--- src/rtl/first_down_counter.sv ---
// ----------------------------------------------------------------------------
// first_down_counter
//
// Loadable down counter with underflow detection. Counts toward zero and
// flags the step taken from 0 as an underflow event. With AUTO_RELOAD=0 the
// count wraps to all-ones; with AUTO_RELOAD=1 it reloads the last loaded
// value, turning the block into a periodic tick generator.
//
// Parameters:
//   WIDTH        counter width in bits (>= 2)
//   AUTO_RELOAD  0: underflow wraps to all-ones, 1: underflow reloads
//
// Ports:
//   clk              rising-edge clock
//   reset            asynchronous active-low reset
//   enable           decrement request, sampled each rising edge
//   load             load request (beats enable), sampled each rising edge
//   load_value       value captured into the count and the reload register
//   clear_flag       clears the sticky underflow flag (an event wins)
//   counter_out      registered count
//   underflow_out    sticky underflow flag, registered
//   underflow_pulse  one-cycle pulse following each underflow event
//   zero_out         registered, 1 while counter_out == 0
// ----------------------------------------------------------------------------
module first_down_counter #(
    parameter int WIDTH       = 4,
    parameter int AUTO_RELOAD = 0
) (
    input  logic             clk,
    input  logic             reset,
    input  logic             enable,
    input  logic             load,
    input  logic [WIDTH-1:0] load_value,
    input  logic             clear_flag,
    output logic [WIDTH-1:0] counter_out,
    output logic             underflow_out,
    output logic             underflow_pulse,
    output logic             zero_out
);

    logic [WIDTH-1:0] cnt_q, cnt_d;
    logic [WIDTH-1:0] reload_q, reload_d;
    logic             flag_q, flag_d;
    logic             pulse_q, pulse_d;
    logic             zero_q, zero_d;
    logic             uf_event;

    always_comb begin
        cnt_d    = cnt_q;
        reload_d = reload_q;
        uf_event = 1'b0;

        if (load) begin
            // load_value is only looked at here, so an undriven value while
            // load==0 cannot leak into the state.
            cnt_d    = load_value;
            reload_d = load_value;
        end else if (enable) begin
            if (cnt_q != '0) begin
                cnt_d = cnt_q - WIDTH'(1);
            end else begin
                uf_event = 1'b1;
                cnt_d    = (AUTO_RELOAD != 0) ? reload_q : '1;
            end
        end

        pulse_d = uf_event;
        // A new event outranks a simultaneous clear.
        flag_d  = uf_event | (flag_q & ~clear_flag);
        // Zero flag is registered alongside the count it describes.
        zero_d  = (cnt_d == '0);
    end

    always_ff @(posedge clk or negedge reset) begin
        if (!reset) begin
            cnt_q    <= '0;
            reload_q <= '0;
            flag_q   <= 1'b0;
            pulse_q  <= 1'b0;
            zero_q   <= 1'b1;
        end else begin
            cnt_q    <= cnt_d;
            reload_q <= reload_d;
            flag_q   <= flag_d;
            pulse_q  <= pulse_d;
            zero_q   <= zero_d;
        end
    end

    assign counter_out     = cnt_q;
    assign underflow_out   = flag_q;
    assign underflow_pulse = pulse_q;
    assign zero_out        = zero_q;

endmodule
--- config.mk ---
export PLATFORM = sky130hd
export DESIGN_NAME = first_down_counter
export DESIGN_NICKNAME = d
export VERILOG_FILES = /design/src/rtl/first_down_counter.sv
export SDC_FILE = /design/constraint.sdc
export NUM_CORES = 1
export LEC_CHECK = 0
export BUFFER_PORTS_ARGS = -buffer_cell sky130_fd_sc_hd__buf_2
export CORE_AREA = 2 2 39 41
export DETAILED_ROUTE_END_ITERATION = 16
export DIE_AREA = 0 0 41 43
export SYNTH_ARGS = -nofsm -noshare
export SYNTH_HDL_FRONTEND = slang
export SYNTH_SLANG_ARGS = --single-unit
--- constraint.sdc ---
create_clock -name clk -period 2.4 [get_ports clk]
set_input_delay 0.48 -clock clk [delete_from_list [all_inputs] [get_ports clk]]
set_output_delay 0.48 -clock clk [all_outputs]
set_load 0.01 [all_outputs]
==> metrics.yaml <==
synth:
  ys_ff_latch: 7
  synth_commonest_cells: "dfrtp_1 (6), nand2_1 (5), o21ai_0 (5)"
  yosys-top-cells-area: "dfrtp_1 (37%), dfstp_2 (6.5%), ha_1 (6.2%)"
  synth.most_common_cell: "dfrtp_1"
  async_flop_share_pct: 100
  ys.flop_type: "dfrtp_1"
  synth-edff-count: 0
  yosys.area.top_type: "dfrtp_1"
  syn-cell-area_sq_um: 404
  ys_warn_count: 0
  synth_cell_types: 20
  avgSynthCellArea_sq_um: 9.86
  yosysSeqAreaShare_pct: 43.7
  syn_nets: 52
  synth_top_area_share_pct: 37.2
  syn_inst: 41
sta:
  skew_ns: 0.000230
  fin_crit_ns: 1.55
  worstMarginPinSlew_ns: 0.318
  setup_viol: 0
  relSlewSlack_pct: 78.5
  drv_slew: 0
  hold_viol: 0
  rsz0062_at_grt: "no"
  min_period_over_period_pct: 64.7
  setup_tns_ns: 0
  fmax_ghz: 0.644
  fin_ws_ns: 0.848
power:
  power_density_nw_per_um2: 622
  power.switching_w: 0.0000888
  power.internal_w: 0.000226
  pwr-share-clk_pct: 31.7
  p_sw_share_pct: 28.2
  power_leakage_nw: 0.253
  power.share.combinational_pct: 22.5
  vdd_ir_drop_max_mv: 0.276
  power.share.sequential_pct: 45.8
floorplan:
  start_util_pct: 29.2
  core_sq_um: 1380
  fp.dieArea_sq_um: 1760
  ios: 16
  die_x_microns: 41
  die_h_microns: 43
  placementRows: 14
job:
  cap_violations: 0
worst_setup_path:
  crit_arrival_ns: 1.72
  worstPathRequired_ns: 2.56
  endpoint_kind: "register"
  reg2regPathDepth: 6
  critPathLaunchType: "register"
  worstSetupPathType: "reg2reg"
  crit_fanout: 6
finish:
  nFillCells: 151
  antenna_cells: 0
  drive_gt1_share_pct: 39.7
  nets: 70
  multi_input_area_sq_um: 194
  seqCellArea_sq_um: 176
  area_delta_synth_final_pct: 25.4
cts:
  postCtsSetupRepairBufs: 0
  cts_resized: 0
  htreeDepth: 1
  clockBufferDepth: 2
  cts_tree: "done"
  clkSlewWorstSetupHoldPaths_ns: 0.05
  cts-root-buf: "clkbuf_4"
  hold_buffers: 0
  clock_latency_ns: 0.24
  cts_buffers: 3
  cts.sinks: 7
grt:
  grt_pass1_wl_microns: 1060
  grt_pass1_vias: 262
  grt-ovfl-total: 0
  grt_usage_pct: 8.73
  antenna_found_initial: 0
  grt_max_degree: 12
detailed_routing:
  ant_nets: 0
  drc: 0
  finalWirelength_microns: 752
  vias_per_cell: 4.51
  via_count: 334
  drt-initial-drc-count: 0
  wl_per_cell_microns: 10.2
  dr.pass1.iters: 1
hold_path:
  hp-class: "in2async"
outcome:
  outcome: "finished, final reports clean"
placement:
  dp_hpwl_microns: 613
  gp_congestion: 0.658
  pre_cts_slack_ns: 0.863
  numPortBuffers: 15
[stage by stage]
| stage | hold WS [ns] | instance area [sq um] | util (%) | total power (W) | cells |
|---|---|---|---|---|---|
| 2_1_floorplan | 0.184 | 404 | - | 0.000192 | 41 |
| 3_3_place_gp | 0.317 | 480 | 34.7 | 0.000216 | 70 |
| 3_5_place_dp | 0.318 | 480 | 34.7 | 0.000217 | 70 |
| 4_1_cts | 0.0532 | 507 | 36.6 | 0.000323 | 74 |
| 5_1_grt | 0.0585 | 507 | 36.6 | 0.000337 | 74 |
| 6_report | 0.0580 | 507 | 36.6 | 0.000315 | 74 |
[path summary, 6_finish.rpt]
path	to	from	slack, ns
worst min-delay path	counter_out[1]$_DFF_PN0_	reset	0.06
worst max-delay path	zero_out$_DFF_PN1_	counter_out[0]$_DFF_PN0_	0.85
max in group asynchronous	zero_out$_DFF_PN1_	reset	2.12
worst min register to register	underflow_out$_DFF_PN0_	underflow_out$_DFF_PN0_	0.55
worst max register to register	zero_out$_DFF_PN1_	counter_out[0]$_DFF_PN0_	0.85
min in group clk	underflow_out$_DFF_PN0_	clear_flag	0.42
[metal layers]
layer / global-route usage [%] / up-vias / routed length, microns
met1: 11.7 / 153 / 355
met5: 0 / - / 0
met2: 13.1 / 9 / 344
met3: 1.57 / 0 / 53
li1: - / 172 / -
met4: 4.00 / 0 / 0
[logic make-up after synthesis]
| logic type | Yosys count | synth area share [%] |
|---|---|---|
| and+or+nand+nor | 14 | 23.2 |
| xor gates and xnor gates | 2 | 4.34 |
| AOI/OAI and AO/OA | 10 | 14.2 |
| DFF | 7 | 43.7 |
| buffers and inverters | 6 | 8.36 |
| adders and majority gates | 2 | 6.19 |
[sequential cells by signal (all words and copies together) (netlist names)]
signal           cells
underflow_pulse      1
underflow_out        1
counter_out          4
zero_out             1
[critical path, cell delays in order (launching register included)]
cell and delay (ns):
dfrtp_1 0.47, inv_1 0.10, ha_1 0.22, a21o_2 0.21, a21oi_1 0.12, o21ai_0 0.14
nor3_2 0.22
[power groups by stage]
stage          Combinational (W)  Sequential [W]  Clock [W]
4_1_cts                0.0000719        0.000144   0.000107
3_5_place_dp           0.0000714        0.000146          0
2_1_floorplan          0.0000421        0.000150          0
3_3_place_gp           0.0000708        0.000145          0
6_report               0.0000707        0.000144   0.000100
5_1_grt                0.0000801        0.000145   0.000111
[cell usage in the layout, fill, tap and decap left out, drive strengths merged]
cell    netlist  final
nor4b         2      2
nor3          1      1
buf           2     15
dfstp         1      1
nand2         5      5
or3           1      1
nand2b        1      1
a21oi         3      3
inv           4      4
nor2          1      1
xnor2         2      2
o21ai         6      6
ha            2      2
nor2b         1      1
a21o          1      1
nand3         2      2
dfrtp         6      6
clkbuf        0      4
[layout make-up]
| class | count | share of cell area [%] |
|---|---|---|
| flip-flops and latches | 7 | 34.8 |
| well taps | 16 | 3.95 |
| inverters | 4 | 2.96 |
| repair buffers | 15 | 14.8 |
| clock buffers | 4 | 5.19 |
| multi-input cells | 28 | 38.3 |
Note: power is estimated with default switching activity, not from simulation.
